$ cat src/rtl/heart_rate_calc.sv
// Inter-beat interval tracker: averages the last four accepted IBIs
// and converts the average to BPM with a bit-serial restoring divider.
module heart_rate_calc #(
  parameter int CLK_HZ     = 50_000_000,
  parameter int MIN_IBI_MS = 300,
  parameter int MAX_IBI_MS = 2000
) (
  input  logic        clk,
  input  logic        rst_n,
  input  logic        beat_in,
  output logic [15:0] heart_rate,
  output logic        hr_valid,
  output logic        hr_update,
  output logic        beat_accept,
  output logic        beat_reject
);

  localparam int PRE_TC = CLK_HZ / 1000 - 1;
  localparam int PW = (PRE_TC > 0) ? $clog2(PRE_TC + 1) : 1;
  localparam logic [PW-1:0] PRE_END = PW'(PRE_TC);
  localparam logic [15:0] MIN_T = 16'(MIN_IBI_MS);
  localparam logic [15:0] MAX_T = 16'(MAX_IBI_MS);
  localparam logic [15:0] DIVIDEND = 16'd60000;

  typedef enum logic {ACQ, TRACK} st_e;
  typedef enum logic [1:0] {D_IDLE, D_RUN, D_LOAD} dst_e;

  logic            beat_q, beat_dly_q;
  logic [PW-1:0]   presc_q, presc_d;
  logic [15:0]     ibi_q, ibi_d;
  logic [3:0][11:0] buf_q, buf_d;
  logic [2:0]      fill_q, fill_d;
  st_e             st_q, st_d;
  dst_e            dst_q, dst_d;
  logic [3:0]      dcnt_q, dcnt_d;
  logic [15:0]     dvd_q, dvd_d;
  logic [15:0]     rem_q, rem_d;
  logic [16:0]     dvs_q, dvs_d;
  logic [16:0]     rem_sh;
  logic            pend_q, pend_d;
  logic [15:0]     hr_q, hr_d;
  logic            valid_q, valid_d;
  logic            upd_q, upd_d;
  logic            acc_q, acc_d;
  logic            rej_q, rej_d;
  logic            rise, tick, tmo, want_div;
  logic [13:0]     sum;
  logic [11:0]     avg;

  always_comb begin
    rise     = beat_q & ~beat_dly_q;
    tick     = (presc_q == PRE_END);
    tmo      = (st_q == TRACK) && (ibi_q == MAX_T);
    presc_d  = tick ? '0 : presc_q + 1'b1;
    ibi_d    = (tick && ibi_q < MAX_T) ? ibi_q + 16'd1 : ibi_q;
    buf_d    = buf_q;
    fill_d   = fill_q;
    st_d     = st_q;
    dst_d    = dst_q;
    dcnt_d   = dcnt_q;
    dvd_d    = dvd_q;
    rem_d    = rem_q;
    dvs_d    = dvs_q;
    pend_d   = pend_q;
    hr_d     = hr_q;
    valid_d  = valid_q;
    upd_d    = 1'b0;
    acc_d    = 1'b0;
    rej_d    = 1'b0;
    want_div = 1'b0;
    rem_sh   = {rem_q, dvd_q[15]};

    if (tmo) begin
      st_d    = ACQ;
      buf_d   = '0;
      fill_d  = '0;
      pend_d  = 1'b0;
      dst_d   = D_IDLE;
      hr_d    = '0;
      valid_d = 1'b0;
      upd_d   = 1'b1;
      // a beat landing on the timeout edge becomes the new reference
      if (rise) begin
        st_d  = TRACK;
        ibi_d = '0;
        acc_d = 1'b1;
      end
    end else begin
      unique case (st_q)
        ACQ: begin
          if (rise) begin
            st_d   = TRACK;
            ibi_d  = '0;
            fill_d = '0;
            acc_d  = 1'b1;
          end
        end
        TRACK: begin
          if (rise && ibi_q < MIN_T) begin
            rej_d = 1'b1;
          end else if (rise) begin
            buf_d    = {buf_q[2:0], ibi_q[11:0]};
            ibi_d    = '0;
            fill_d   = (fill_q == 3'd4) ? 3'd4 : fill_q + 3'd1;
            acc_d    = 1'b1;
            want_div = (fill_d == 3'd4);
          end
        end
        default: st_d = ACQ;
      endcase
    end

    sum = 14'(buf_d[0]) + 14'(buf_d[1])
        + 14'(buf_d[2]) + 14'(buf_d[3]);
    avg = 12'(sum >> 2);

    if (!tmo) begin
      if (want_div && dst_q != D_IDLE) pend_d = 1'b1;
      unique case (dst_q)
        D_IDLE: begin
          if (want_div || pend_q) begin
            dst_d  = D_RUN;
            dcnt_d = '0;
            dvd_d  = DIVIDEND;
            rem_d  = '0;
            dvs_d  = {5'd0, avg};
            pend_d = 1'b0;
          end
        end
        D_RUN: begin
          if (rem_sh >= dvs_q) begin
            rem_d = 16'(rem_sh - dvs_q);
            dvd_d = {dvd_q[14:0], 1'b1};
          end else begin
            rem_d = rem_sh[15:0];
            dvd_d = {dvd_q[14:0], 1'b0};
          end
          dcnt_d = dcnt_q + 4'd1;
          if (dcnt_q == 4'd15) dst_d = D_LOAD;
        end
        D_LOAD: begin
          hr_d    = dvd_q;
          valid_d = 1'b1;
          upd_d   = 1'b1;
          dst_d   = D_IDLE;
        end
        default: dst_d = D_IDLE;
      endcase
    end
  end

  always_ff @(posedge clk or negedge rst_n) begin
    if (!rst_n) begin
      beat_q     <= 1'b0;
      beat_dly_q <= 1'b0;
      presc_q    <= '0;
      ibi_q      <= '0;
      buf_q      <= '0;
      fill_q     <= '0;
      st_q       <= ACQ;
      dst_q      <= D_IDLE;
      dcnt_q     <= '0;
      dvd_q      <= '0;
      rem_q      <= '0;
      dvs_q      <= '0;
      pend_q     <= 1'b0;
      hr_q       <= '0;
      valid_q    <= 1'b0;
      upd_q      <= 1'b0;
      acc_q      <= 1'b0;
      rej_q      <= 1'b0;
    end else begin
      beat_q     <= beat_in;
      beat_dly_q <= beat_q;
      presc_q    <= presc_d;
      ibi_q      <= ibi_d;
      buf_q      <= buf_d;
      fill_q     <= fill_d;
      st_q       <= st_d;
      dst_q      <= dst_d;
      dcnt_q     <= dcnt_d;
      dvd_q      <= dvd_d;
      rem_q      <= rem_d;
      dvs_q      <= dvs_d;
      pend_q     <= pend_d;
      hr_q       <= hr_d;
      valid_q    <= valid_d;
      upd_q      <= upd_d;
      acc_q      <= acc_d;
      rej_q      <= rej_d;
    end
  end

  assign heart_rate  = hr_q;
  assign hr_valid    = valid_q;
  assign hr_update   = upd_q;
  assign beat_accept = acc_q;
  assign beat_reject = rej_q;

endmodule

$ cat config.mk
export PLATFORM = sky130hd
export DESIGN_NAME = heart_rate_calc
export DESIGN_NICKNAME = d
export VERILOG_FILES = /design/src/rtl/heart_rate_calc.sv
export SDC_FILE = /design/constraint.sdc
export NUM_CORES = 1
export LEC_CHECK = 0
export CAP_MARGIN = 5
export CORE_AREA = 2 2 122 124
export CTS_BUF_LIST = sky130_fd_sc_hd__clkbuf_4 sky130_fd_sc_hd__clkbuf_8
export CTS_CLUSTER_SIZE = 8
export DETAILED_ROUTE_END_ITERATION = 8
export DIE_AREA = 0 0 124 126
export GPL_TIMING_DRIVEN = 1
export PLACE_DENSITY_LB_ADDON = 0.15
export SYNTH_ARGS = -nofsm -noshare
export SYNTH_HDL_FRONTEND = slang
export SYNTH_SLANG_ARGS = --single-unit
$ cat constraint.sdc
create_clock -name clk -period 6.6 [get_ports clk]
set_clock_uncertainty 0.1 [all_clocks]
set_input_delay 0.66 -clock clk [delete_from_list [all_inputs] [get_ports clk]]
set_output_delay 0.66 -clock clk [all_outputs]
set_load 0.02 [all_outputs]
==> results.txt, run 1 <==
Status = complete, no violations
H-tree Lvls = 4
Crit start category = flip-flop
# IOs = 23
Req. time, crit path = 6.82 ns
Most common cell after layout, fill and taps aside = dfrtp_1
Post-Synthesis Cell Area = 8403 sq um
First-pass GRT wire length = 28.53 mm
Reg power frac = 56.9%
M1 WL = 7.548 mm
Top sig layer = met4
IO buf count = 22
Post-route cell area = 9184 sq um
Clock network power share = 41.4%
CTS tree = done
Worst reg2reg setup slack = 0.93 ns
Final setup vio count = 0
Worst VDD drop = 0.2030 mV
CTS clk-pin slew, worst paths = 0.08 ns
Sink Count = 157
Vias in the first global route = 6,021
Total track usage = 23.18%
Final Power = 1696 uW
Most frequent cells in the layout = dfrtp_1 (157), nor2_1 (98), inv_1 (82), mux2i_1 (61), nand2_1 (55)
Syn nets = 880
DRT iter0 DRCs = 289
Chip width = 124 um
Sequential cell area fraction in the yosys report = 46.75%
Sw Ratio = 21.28%
Sum Neg Setup Slack = 0 ns
Core ar. = 14,310 sq um
Internal = 1335 uW
Power density over the cells = 184.7 nW/um^2
Pin count of the biggest net entering global routing = 91
Netlist cell types = 60
GP Congestion = 0.8807
Gate power share = 1.7%
Hold_buf cts = 0
Antenna cells = 0
Met3 wire len = 447 um
Antenna violations before repair = 0
FMAX = 176.4 MHz
Final Cycle Share = 85.89%
Post-placement cell count = 1,009
Placed cell area = 8805 sq um
ANT nets after route = 0
Slew HR = 24.20%
Vias = 5,872
# rows = 44
Via density = 5.662
Clk root buf = clkbuf_8
Met2 WL = 8.058 mm
Slew @ Worst Pin = 1.132 ns
Critical path endpoint category = flip-flop
Mean Syn Cell Area = 10.21 sq um
Net switching power = 361.0 uW
Clock latency on the worst-skew pair = 0.46 ns
Die ar. = 15,620 sq um
# nets final = 901
Critical Path AT = 5.89 ns
Share of layout cells above drive strength 1 = 7.737%
Initial Utilization = 58.71%
Leakage Power = 0.004677 uW
Hold Violations, Final = 0
Chip Height = 126 um
Gate Count Post-Synth = 823
Max-slew violation count = 0
Post-CTS sizing = 0
CTS Buffer Depth = 2
Final min period = 5.669 ns
# DRC = 0
Number of flops mapped to enable cells by yosys = 0
WL final = 16.32 mm
GR Overflow Total = 0
TritonRoute pass-1 iters = 4
Ys Warns = 0
Worst-path fanout max = 20
Drt wl/cell = 15.74 um
MaxCap Viol Count = 0
Synth Register Bits = 157
Unrepaired setup endpoints after global routing = false
Number of setup buffers added after CTS = 0
Area grow syn2layout = 9.291%
Post-DP HPWL = 11.50 mm
Hold Crit Class = primary input to asynchronous set/reset pin
TritonCTS buffer count = 17
Share of flip-flops with an asynchronous set or reset = 100.0%
Cell Count, Final, Fillers Out = 1,037
Prevailing post-synth register cell = dfrtp_1
Crit path kind = flip-flop to flip-flop
layout make-up:
| type | instances | area, sq um |
|---|---|---|
| multi-input combinational | 555 | 4049 |
| clock buffer | 22 | 290.3 |
| fill | 1167 | 5130 |
| tap | 184 | 230.2 |
| inverter | 82 | 307.8 |
| sequential | 157 | 3929 |
| timing repair buffer | 31 | 289.0 |
| clock inverter | 6 | 88.84 |
cells in the mapped netlist, types with 3 or more instances:
master / n / share of area, %
fa_1: 25 / 6.0
a32oi_1: 7 / 0.73
a22o_1: 11 / 1.1
a21oi_1: 34 / 2.0
nand2_1: 55 / 2.5
mux2i_1: 61 / 7.3
xor2_1: 21 / 2.2
o31ai_1: 3 / 0.27
nor4b_1: 3 / 0.31
o21ai_1: 3 / 0.18
a211oi_1: 5 / 0.45
nand4_1: 8 / 0.60
ha_1: 29 / 4.3
nand3_1: 14 / 0.83
inv_1: 82 / 3.7
o22a_1: 6 / 0.63
o31a_1: 4 / 0.42
nor3_1: 16 / 0.95
or3_1: 3 / 0.22
clkbuf_1: 15 / 0.67
dfrtp_1: 157 / 47
o211ai_1: 4 / 0.36
nand2b_1: 3 / 0.22
nor4_1: 3 / 0.22
or2_2: 15 / 1.1
and3_1: 10 / 0.74
xnor2_1: 16 / 1.7
a31oi_1: 4 / 0.30
a21o_1: 6 / 0.54
nor2_1: 98 / 4.4
nor2b_1: 14 / 1.0
buf_2: 10 / 0.60
or4_1: 4 / 0.36
o21ai_0: 33 / 2.0
and2_1: 4 / 0.30
buf_4: 4 / 0.36
worst paths after layout:
check,startpoint,endpoint,cells after the start
max,ibi_q[9],dvs_q[11],18
min,rst_n,dvd_q[10],1
max reg2reg,ibi_q[9],dvs_q[11],18
min reg2reg,beat_q,beat_dly_q,0
max in group asynchronous,rst_n,buf_q[8],2
min in group clk,beat_q,beat_dly_q,0
registers in the layout (all words and copies together), names as in the netlist, 2 cells and up:
signal,flops
heart_rate,16
presc_q,16
rem_q,16
buf_q,48
ibi_q,16
dcnt_q,4
dst_q,2
dvd_q,16
fill_q,3
dvs_q,12
through the flow:
stage               utilization, %  hold WS (ns)  setup WS, ns
floorplan                        -        0.2644         1.315
global placement             61.51        0.2911         1.136
detailed placement           61.51        0.2959        0.9656
CTS                          64.16        0.1887        0.9435
global route                 64.16        0.2200        0.4859
finish                       64.16        0.1512        0.9314
kinds of logic after synthesis:
family | synth area share [%]
AO/OA/AOI/OAI | 10.87
XOR/XNOR | 3.856
adder cells (fa/ha/maj) | 10.27
buffers and inverters | 5.286
flip-flops | 46.75
multiplexers | 7.534
AND/OR/NAND/NOR | 15.43
power groups by stage:
stage	clock network [uW]	logic (uW)	registers [uW]
2_1_floorplan	0	6.23	985
3_3_place_gp	0	29.1	984
3_5_place_dp	0	30.7	984
4_1_cts	720	30.7	965
5_1_grt	752	34.7	966
6_report	701	28.9	965
worst max-delay path, stage by stage (launching register included):
cell and delay (ns):
dfrtp_1 0.43, nor4_1 0.38, nand2_1 0.21, o21ai_4 0.64, mux2i_1 0.27, nor2_1 0.09
fa_1 0.58, inv_1 0.07, fa_1 0.50, inv_1 0.07, fa_1 0.46, a21o_1 0.17
a21oi_1 0.24, o21ai_0 0.15, a2111o_1 0.45, a41oi_1 0.31, o21bai_1 0.10, a211oi_1 0.25
a21oi_1 0.06
per-layer routing:
layer	global-route usage [%]	vias to the layer above
met5	0	-
met4	7.469	0
met3	4.121	22
met2	38.27	91
met1	31.17	2923
li1	-	2836
Note: power is estimated with default switching activity, not from simulation.
==> run 2, diff against run 1 <==
--- a/config.mk
+++ b/config.mk
@@ -7,7 +7,7 @@
 export LEC_CHECK = 0
 export CAP_MARGIN = 5
 export CORE_AREA = 2 2 122 124
-export CTS_BUF_LIST = sky130_fd_sc_hd__clkbuf_4 sky130_fd_sc_hd__clkbuf_8
+export CTS_BUF_LIST = sky130_fd_sc_hd__clkbuf_8
 export CTS_CLUSTER_SIZE = 8
 export DETAILED_ROUTE_END_ITERATION = 8
 export DIE_AREA = 0 0 124 126
==> results.txt, run 2 (synthesized netlist as in run 1, its figures left out) <==
Slew @ Worst Pin = 1.127 ns (-0.004942 ns)
Worst reg2reg setup slack = 0.93 ns (about the same)
CTS Buffer Depth = 2 (unchanged)
Clk root buf = clkbuf_8
Share of layout cells above drive strength 1 = 7.503% (-0.23 points)
# IOs = 23 (unchanged)
Final setup vio count = 0 (unchanged)
Most common cell after layout, fill and taps aside = dfrtp_1
Power density over the cells = 183.5 nW/um^2 (-0.65%)
Drt wl/cell = 15.74 um (unchanged)
Critical Path AT = 5.89 ns (about the same)
# nets final = 901 (unchanged)
Sum Neg Setup Slack = 0 ns (unchanged)
Leakage Power = 0.004679 uW (about the same)
Pin count of the biggest net entering global routing = 91 (unchanged)
Critical path endpoint category = flip-flop
Final Power = 1683 uW (-0.73%)
Status = complete, no violations
Final Cycle Share = 85.95% (about the same)
Hold Crit Class = primary input to asynchronous set/reset pin
Die ar. = 15,620 sq um (unchanged)
Final min period = 5.672 ns (+0.003798 ns)
Slew HR = 24.53% (+0.33 points)
Fillcell total = 1,172 (+0.43%)
IO buf count = 22 (unchanged)
Max-slew violation count = 0 (unchanged)
Antenna violations before repair = 0 (unchanged)
Total track usage = 23.13% (-0.048 points)
Initial Utilization = 58.71% (unchanged)
Core ar. = 14,310 sq um (unchanged)
Unrepaired setup endpoints after global routing = false
Hold_buf cts = 0 (unchanged)
Post-CTS sizing = 0 (unchanged)
Number of setup buffers added after CTS = 0 (unchanged)
Crit start category = flip-flop
TritonCTS buffer count = 17 (unchanged)
GR Overflow Total = 0 (unchanged)
Clock latency on the worst-skew pair = 0.46 ns (about the same)
Antenna cells = 0 (unchanged)
Post-DP HPWL = 11.50 mm (unchanged)
CTS tree = done
# DRC = 0 (unchanged)
Chip width = 124 um (unchanged)
First-pass GRT wire length = 28.47 mm (-0.22%)
MaxCap Viol Count = 0 (unchanged)
Req. time, crit path = 6.82 ns (about the same)
Vias in the first global route = 6,023 (+0.033%)
GP Congestion = 0.8807 (unchanged)
Sink Count = 157 (unchanged)
ANT nets after route = 0 (unchanged)
Worst-path fanout max = 20 (unchanged)
Hold Violations, Final = 0 (unchanged)
FMAX = 176.3 MHz (about the same)
Post-route cell area = 9176 sq um (about the same)
Max reg flops = 48 (unchanged)
H-tree Lvls = 4 (unchanged)
Crit path kind = flip-flop to flip-flop
Chip Height = 126 um (unchanged)
# rows = 44 (unchanged)
Hold WS = 0.1526 ns (+0.001395 ns)
Most flops, register = buf_q
TritonRoute pass-1 iters = 4 (unchanged)
Placed cell area = 8805 sq um (unchanged)
Worst VDD drop = 0.1902 mV (-6.3%)
Via density = 5.679 (+0.29%)
CTS clk-pin slew, worst paths = 0.08 ns (about the same)
DRT iter0 DRCs = 298 (+3.1%)
Most frequent cells in the layout = dfrtp_1 (157), nor2_1 (98), inv_1 (84), mux2i_1 (61), nand2_1 (55)
Vias = 5,889 (+0.29%)
Area grow syn2layout = 9.202% (about the same)
WL final = 16.32 mm (unchanged)
## run 2: final cells by class
cell class / instances / area (sq um) / area share (%)
inverters: 82 / 307.8 / 3.354
multi-input cells: 555 / 4049 / 44.12
clock buffers: 20 / 275.3 / 3.000
well taps: 184 / 230.2 / 2.509
clock inverters: 8 / 96.34 / 1.050
flip-flops and latches: 157 / 3929 / 42.81
repair buffers: 31 / 289.0 / 3.150
## run 2: critical path, cell delays in order, from the launching register on
cell and delay [ns]:
dfrtp_1 0.43, nor4_1 0.37, nand2_1 0.22, o21ai_4 0.65, mux2i_1 0.27, nor2_1 0.09
fa_1 0.58, inv_1 0.07, fa_1 0.50, inv_1 0.07, fa_1 0.46, a21o_1 0.17
a21oi_1 0.24, o21ai_0 0.15, a2111o_1 0.45, a41oi_1 0.31, o21bai_1 0.10, a211oi_1 0.25
a21oi_1 0.06
## run 2: layer usage
metal  vias to the layer above  global-route usage [%]  share of wire, %
met5                         -                       0                 0
met4                         0                   7.469               1.5
met3                        22                   4.121               2.8
met2                        86                   38.30                49
met1                      2944                   30.99                46
li1                       2837                       -                 -
## run 2: worst paths after layout
path                            cells past startpoint     start          to
worst min-delay path                                1     rst_n   dvd_q[10]
worst max-delay path                               18  ibi_q[9]   dvs_q[11]
worst min register to register                      0    beat_q  beat_dly_q
min in group clk                                    0    beat_q  beat_dly_q
worst max register to register                     18  ibi_q[9]   dvs_q[11]
max in group asynchronous                           2     rst_n   buf_q[10]
## run 2: metrics by stage
| stage | utilization [%] | setup slack, ns | instances |
|---|---|---|---|
| floorplan | - | 1.315 | 823 |
| global placement | 61.51 | 1.136 | 1009 |
| detailed placement | 61.51 | 0.9656 | 1009 |
| CTS | 64.11 | 0.9435 | 1037 |
| global route | 64.11 | 0.4859 | 1037 |
| finish | 64.11 | 0.9276 | 1037 |
## run 2: report_power, final
| part | internal, uW | switching [uW] | total [uW] | leakage, uW |
|---|---|---|---|---|
| sequential | 964 | 1.99 | 966 | 0.00217 |
| clock | 355 | 334 | 689 | 0.000191 |
| combinational | 5.50 | 23.5 | 29.0 | 0.00232 |
| total | 1320 | 360 | 1680 | 0.00468 |
